$ cat src/rtl/cv32e40p_apu_resp.sv
// Shared-APU responder: in-order request queue feeding a multi-cycle ADD/NOP/MAC/DIV engine.
// Optional macro APU_RESP_BYPASS_EN lets ADD/NOP skip the empty queue when the engine is idle.
module cv32e40p_apu_resp #(
    parameter int unsigned DEPTH            = 2,
    parameter int unsigned APU_NARGS_CPU    = 3,
    parameter int unsigned APU_WOP_CPU      = 6,
    parameter int unsigned APU_NUSFLAGS_CPU = 5,
    parameter int unsigned MUL_LAT          = 3
) (
    input  logic                                clk,
    input  logic                                rst_n,
    input  logic                                apu_req_i,
    output logic                                apu_gnt_o,
    input  logic [APU_NARGS_CPU-1:0][31:0]      apu_operands_i,
    input  logic [APU_WOP_CPU-1:0]              apu_op_i,
    output logic                                apu_rvalid_o,
    output logic [31:0]                         apu_result_o,
    output logic [APU_NUSFLAGS_CPU-1:0]         apu_flags_o,
    output logic                                busy_o,
    output logic [$clog2(DEPTH):0]              queue_count_o
);

    localparam int unsigned PW = $clog2(DEPTH);
    localparam int unsigned CW = PW + 1;
    localparam logic [CW-1:0] DepthC = CW'(DEPTH);

    localparam logic StIdle = 1'b0;
    localparam logic StBusy = 1'b1;

    localparam logic [1:0] OpAdd = 2'b00;
    localparam logic [1:0] OpMac = 2'b10;
    localparam logic [1:0] OpDiv = 2'b11;

    // Busy-cycle counts: the pop cycle is the first of LAT cycles.
    localparam logic [5:0] MacBusy = 6'(MUL_LAT - 1);
    localparam logic [5:0] DivBusy = 6'd31;

    function automatic logic [31:0] f_lat1(input logic [1:0] op, input logic [31:0] a,
                                           input logic [31:0] b);
        return (op == OpAdd) ? a + b : 32'd0;
    endfunction

    // Request queue
    logic [31:0]   r_q_a  [DEPTH];
    logic [31:0]   r_q_b  [DEPTH];
    logic [31:0]   r_q_c  [DEPTH];
    logic [1:0]    r_q_op [DEPTH];
    logic [PW-1:0] r_wr_ptr;
    logic [PW-1:0] r_rd_ptr;
    logic [CW-1:0] r_count;

    // Engine
    logic        r_state;
    logic [5:0]  r_cnt;
    logic [1:0]  r_op;
    logic [31:0] r_opa;
    logic [31:0] r_opb;
    logic [31:0] r_opc;
    logic [31:0] r_rem;
    logic        r_dz;

    // Response
    logic        r_rvalid;
    logic [31:0] r_result;
    logic        r_flag_dz;

    logic        w_gnt;
    logic        w_bypass;
    logic        w_push;
    logic        w_pop;
    logic [1:0]  w_op_in;
    logic [31:0] w_head_a;
    logic [31:0] w_head_b;
    logic [31:0] w_head_c;
    logic [1:0]  w_head_op;
    logic        w_last_busy;

    logic [31:0] w_div_rem_in;
    logic [31:0] w_div_dvd_in;
    logic [31:0] w_div_dsr;
    logic [32:0] w_div_trial;
    logic [32:0] w_div_diff;
    logic        w_div_ge;
    logic [32:0] w_div_rem33;
    logic [31:0] w_div_rem_nx;
    logic [31:0] w_div_dvd_nx;
    logic [31:0] w_mac;

    logic        w_done;
    logic [31:0] w_done_res;
    logic        w_done_dz;
    logic        w_unused_bits;

    assign w_op_in   = apu_op_i[1:0];
    assign w_head_a  = r_q_a[r_rd_ptr];
    assign w_head_b  = r_q_b[r_rd_ptr];
    assign w_head_c  = r_q_c[r_rd_ptr];
    assign w_head_op = r_q_op[r_rd_ptr];

    // Grant uses the pre-pop count, so a full queue never accepts in its pop cycle.
    assign w_gnt = apu_req_i & (r_count < DepthC);

`ifdef APU_RESP_BYPASS_EN
    assign w_bypass = w_gnt & ~w_op_in[1] & (r_count == '0) & (r_state == StIdle);
`else
    assign w_bypass = 1'b0;
`endif

    assign w_push      = w_gnt & ~w_bypass;
    assign w_pop       = (r_state == StIdle) & (r_count != '0);
    assign w_last_busy = (r_state == StBusy) & (r_cnt == 6'd1);

    // One restoring-division step; the dividend register collects quotient bits as it shifts.
    assign w_div_rem_in = (r_state == StIdle) ? 32'd0 : r_rem;
    assign w_div_dvd_in = (r_state == StIdle) ? w_head_a : r_opa;
    assign w_div_dsr    = (r_state == StIdle) ? w_head_b : r_opb;
    assign w_div_trial  = {w_div_rem_in, w_div_dvd_in[31]};
    assign w_div_diff   = w_div_trial - {1'b0, w_div_dsr};
    assign w_div_ge     = (w_div_trial >= {1'b0, w_div_dsr});
    assign w_div_rem33  = w_div_ge ? w_div_diff : w_div_trial;
    assign w_div_rem_nx = w_div_rem33[31:0];
    assign w_div_dvd_nx = {w_div_dvd_in[30:0], w_div_ge};

    assign w_mac = r_opa * r_opb + r_opc;

    assign w_unused_bits = ^{apu_op_i[APU_WOP_CPU-1:2], w_div_rem33[32]};

    always_comb begin
        w_done     = 1'b0;
        w_done_res = 32'd0;
        w_done_dz  = 1'b0;
        if (w_bypass) begin
            w_done     = 1'b1;
            w_done_res = f_lat1(w_op_in, apu_operands_i[0], apu_operands_i[1]);
        end else if (w_pop && !w_head_op[1]) begin
            w_done     = 1'b1;
            w_done_res = f_lat1(w_head_op, w_head_a, w_head_b);
        end else if (w_last_busy) begin
            w_done = 1'b1;
            if (r_op == OpMac) begin
                w_done_res = w_mac;
            end else begin
                w_done_res = r_dz ? 32'hFFFF_FFFF : w_div_dvd_nx;
                w_done_dz  = r_dz;
            end
        end
    end

    always_ff @(posedge clk) begin
        if (w_push) begin
            r_q_a[r_wr_ptr]  <= apu_operands_i[0];
            r_q_b[r_wr_ptr]  <= apu_operands_i[1];
            r_q_c[r_wr_ptr]  <= apu_operands_i[2];
            r_q_op[r_wr_ptr] <= w_op_in;
        end
    end

    always_ff @(posedge clk or negedge rst_n) begin
        if (!rst_n) begin
            r_wr_ptr <= '0;
            r_rd_ptr <= '0;
            r_count  <= '0;
        end else begin
            if (w_push) r_wr_ptr <= r_wr_ptr + 1'b1;
            if (w_pop)  r_rd_ptr <= r_rd_ptr + 1'b1;
            case ({w_push, w_pop})
                2'b10:   r_count <= r_count + 1'b1;
                2'b01:   r_count <= r_count - 1'b1;
                default: r_count <= r_count;
            endcase
        end
    end

    always_ff @(posedge clk or negedge rst_n) begin
        if (!rst_n) begin
            r_state <= StIdle;
            r_cnt   <= '0;
            r_op    <= '0;
            r_opa   <= '0;
            r_opb   <= '0;
            r_opc   <= '0;
            r_rem   <= '0;
            r_dz    <= 1'b0;
        end else if (r_state == StIdle) begin
            if (w_pop && w_head_op[1]) begin
                r_state <= StBusy;
                r_op    <= w_head_op;
                r_opb   <= w_head_b;
                if (w_head_op == OpDiv) begin
                    r_opa <= w_div_dvd_nx;
                    r_rem <= w_div_rem_nx;
                    r_dz  <= (w_head_b == 32'd0);
                    r_cnt <= DivBusy;
                end else begin
                    r_opa <= w_head_a;
                    r_opc <= w_head_c;
                    r_dz  <= 1'b0;
                    r_cnt <= MacBusy;
                end
            end
        end else begin
            if (r_op == OpDiv) begin
                r_opa <= w_div_dvd_nx;
                r_rem <= w_div_rem_nx;
            end
            if (w_last_busy) begin
                r_state <= StIdle;
            end else begin
                r_cnt <= r_cnt - 6'd1;
            end
        end
    end

    always_ff @(posedge clk or negedge rst_n) begin
        if (!rst_n) begin
            r_rvalid  <= 1'b0;
            r_result  <= '0;
            r_flag_dz <= 1'b0;
        end else begin
            r_rvalid <= w_done;
            if (w_done) begin
                r_result  <= w_done_res;
                r_flag_dz <= w_done_dz;
            end
        end
    end

    always_comb begin
        apu_flags_o    = '0;
        apu_flags_o[3] = r_flag_dz;
    end

    assign apu_gnt_o     = w_gnt;
    assign apu_rvalid_o  = r_rvalid;
    assign apu_result_o  = r_result;
    assign queue_count_o = r_count;
    assign busy_o        = (r_count != '0) | (r_state == StBusy) | r_rvalid;

endmodule

$ cat config.mk
export PLATFORM = sky130hd
export DESIGN_NAME = cv32e40p_apu_resp
export DESIGN_NICKNAME = d
export VERILOG_FILES = /design/src/rtl/cv32e40p_apu_resp.sv
export SDC_FILE = /design/constraint.sdc
export NUM_CORES = 2
export LEC_CHECK = 0
export CORE_MARGIN = 1.5
export CORE_UTILIZATION = 45
export DETAILED_ROUTE_END_ITERATION = 10
export GPL_ROUTABILITY_DRIVEN = 0
export PLACE_DENSITY_LB_ADDON = 0.12
export SYNTH_ARGS = -nofsm -noshare
export SYNTH_HDL_FRONTEND = slang
export SYNTH_SLANG_ARGS = --single-unit
$ cat constraint.sdc
create_clock -name clk -period 9.8 [get_ports clk]
set_input_delay 1.96 -clock clk [delete_from_list [all_inputs] [get_ports clk]]
set_output_delay 1.96 -clock clk [all_outputs]
set_load 0.005 [all_outputs]
==> key figures <==
Synthesis
  – EDFF count, synth: 196
  – Syn Area/Cell: 9.96 µm²
  – Post-synthesis sequential area ratio: 0.290
  – Post-synth top flop: edfxtp_1
  – Warnings, synthesis: 0
  – FF+latch count, synth: 372
  – Synth Cell Area: 35500 µm²
  – Cells after Synth: 3565
  – Yosys cell types: 72
  – FFs w/ async S/R, synth: 0.473

Setup path
  – R2r startpoint: r_opb[0]
  – Worst setup path class: reg2reg
  – Crit-path max FO: 24
  – RR Endpoint: apu_result_o[28]
  – CP max stage delay: 1.10 ns
  – Reg-to-reg setup timing slack: 0.90 ns
  – Critical Path Start Type: flip-flop
  – CP Data Arrival Time: 9.37 ns
  – CP max stage cell: dfrtp_1
  – CP required: 10.28 ns
  – Critical path endpoint category: flip-flop
  – Most frequent CP cell: fa_1
  – R2R depth: 25

Clocking
  – Total CTS buffers: 43
  – CTS Hold Bufs: 0
  – Root Buffer: clkbuf_16
  – H-tree level count: 2
  – Post-CTS Setup Bufs: 0
  – Clock sink total: 372
  – Worst-skew pair later-pin latency: 0.59 ns
  – CTS tree: yes
  – Worst-case clock buffer depth: 3
  – Quantity of gates resized following cts: 0
  – Worst-path clk slew: 0.06 ns

Global route
  – Largest net degree at the start of global routing: 76
  – Total gr overflow: 0
  – GRT Resource Usage Total: 0.254
  – Antenna violations before repair: 1
  – Vias in the first global route: 25400
  – First-pass GRT wire length: 155 mm

Layout
  – Final nets: 4357
  – Layout cells sized above 1: 0.0632
  – Layout area overhead: 11.0%
  – Final core occ: 0.507
  – Area occupied by multi-input gates: 22600 µm²
  – Fillers: 7147
  – Register area: 10300 µm²

Die
  – I/O pin count: 147
  – Die H: 284 µm
  – Die X: 284 µm
  – Core area: 77700 µm²
  – Die Area: 80600 µm²
  – Row count: 102
  – Initial Util: 0.457

Min path
  – WHS Endpoint: r_rem[15]
  – Min-delay src: r_rem[15]
  – Min-delay worst type: reg2reg
  – Hold path depth: 1

Timing
  – Worst slew pin tran: 1.17 ns
  – # setup viols final: 0
  – Final min period: 8.90 ns
  – Fin. max-slew vios: 0
  – Final Hold Viols: 0
  – Relative slew margins: 0.223
  – Fin Setup TNS: 0 ns
  – Skew final: 0.0301 ns
  – Fmax: 112 MHz
  – RSZ-0062 raised after global routing: no
  – Fin crit share: 0.908

Route
  – First-pass DRT Iterations: 6
  – Drt initial violations: 1880
  – Total routed wirelength: 101 mm
  – # DRC: 0
  – Via-to-Cell Ratio: 5.33
  – Via Count: 25000
  – Routed len/inst: 21.4 µm
  – Antenna-violating nets left: 0

Status
  – Status: finished clean

Job
  – MaxCap Viol Count: 0

Placement
  – Post-DP HPWL: 77.6 mm
  – PortBufs: 138
critical path, delay by kind of cell, from the launching register on:
family	cells	cell delay, ns
AO/OA/AOI/OAI	6	1.96
flip-flops	1	1.10
adder cells (fa/ha/maj)	9	4.43
AND/OR/NAND/NOR	5	1.02
buffers and inverters	5	0.27
sequential cells by signal (all words and copies together) (netlist names), 2 cells and up:
register,cells
apu_result_o,32
queue_count_o,2
r_cnt,6
r_op,2
r_opa,32
r_opb,32
r_opc,32
r_q_a,64
r_q_b,64
r_q_c,64
r_q_op,4
r_rem,32
layout by cell type, fill, tap and decap left out, types with 8 or more instances in the layout:
cell type        netlist  layout
a211oi_1              21      21
a21o_1                34      34
a21oi_1              222     222
a221oi_1              18      18
a31oi_1                9       9
and2_1               352     351
and3_1                 8       8
buf_4                  8      55
clkbuf_1             155       9
clkbuf_16              0      43
clkdlybuf4s50_1        0     137
dfrtp_1              176     173
edfxtp_1             196     196
fa_1                 440     440
ha_1                 190     190
inv_1                510     510
mux2_2                82      82
mux2i_1              106     106
nand2_1              376     375
nand2b_1              19      19
nand3_1               22      22
nor2_1               191     187
nor2b_1               12      11
nor3_1                22      21
nor4_1                13      13
o21a_1                15      15
o21ai_0               82      82
o21bai_1               8       8
o31ai_1                9       9
or3_1                 10      10
xnor2_1               96      96
xor2_1                46      46
Yosys cell counts, types with 4 or more instances:
cell        n  area [µm²]
nor2b_1    12        75.1
nand3_1    22         110
dfrtp_1   176        4400
a211o_1     4        35.0
nand2b_1   19         119
or2_2       6        37.5
o22ai_1     6        37.5
buf_1      13        48.8
nor4_1     13        81.3
xnor2_1    96         841
and3_1      8        50.1
o21a_1     15         113
a31oi_1     9        56.3
a21o_1     34         255
nor2_1    191         717
buf_4       8        60.1
inv_1     510        1910
a221oi_1   18         158
fa_1      440        8810
o21bai_1    8        60.1
a22oi_1     7        52.6
mux2i_1   106        1060
nand4_1     4        25.0
nand2_1   376        1410
edfxtp_1  196        5890
o211ai_1    6        45.0
or4_1       5        37.5
o31a_1      4        35.0
or3_1      10        62.6
ha_1      190        2380
o31ai_1     9        67.6
a21oi_1   222        1110
a221o_1     5        50.1
a211oi_1   21         158
clkbuf_1  155         582
mux2_2     82         923
xor2_1     46         403
nor3b_1     6        45.0
o21ai_0    82         410
nor3_1     22         110
and4_1      4        35.0
and2_1    352        2200
through the flow:
step / instance area (µm²) / instances / setup slack, ns / hold WS [ns]
2_1_floorplan: 35500 / 3568 / 2.46 / 0.442
5_1_grt: 39400 / 4696 / 0.626 / 0.481
3_5_place_dp: 37900 / 4617 / 1.01 / 0.460
4_1_cts: 39400 / 4696 / 1.04 / 0.473
6_report: 39400 / 4697 / 0.904 / 0.470
3_3_place_gp: 37900 / 4617 / 1.05 / 0.455
metal layers:
layer,up-vias,track usage,part of all wire
met4,0,0.0869,0.036
met5,-,0,0
li1,11600,-,-
met1,12500,0.358,0.44
met2,778,0.406,0.46
met3,146,0.0318,0.059
cell families (layout without fill, tap and decap cells):
kind of cell,after synthesis,in the layout,share of synthesized area
xor gates and xnor gates,142,142,0.0350
other,1,5,0.000106
muxes,188,188,0.0559
DFF,372,372,0.290
buffers and inverters,694,782,0.0749
AOI/OAI and AO/OA,485,485,0.0839
and+or+nand+nor,1053,1053,0.145
adders and majority gates,630,630,0.315
how the worst max path moves through the flow:
stage / from / to / slack (ns)
6_report: r_opb[0] / apu_result_o[28] / 0.90
3_3_place_gp: r_opb[0] / apu_result_o[28] / 1.05
2_1_floorplan: r_opa[15] / apu_result_o[28] / 2.46
3_5_place_dp: r_opb[0] / apu_result_o[28] / 1.01
5_1_grt: r_opb[0] / apu_result_o[28] / 0.63
4_1_cts: r_opb[0] / apu_result_o[28] / 1.04
layout make-up:
cell class,instances,area share
clock inverter,21,0.00756
tap,1040,0.0330
clock buffer,58,0.0303
inverter,510,0.0486
antenna,1,0.0000635
sequential,372,0.261
multi-input combinational,2502,0.573
timing repair buffer,193,0.0456
Power is not shown: default switching activity piles up to over one toggle a cycle in this logic, so the estimate is an artifact.
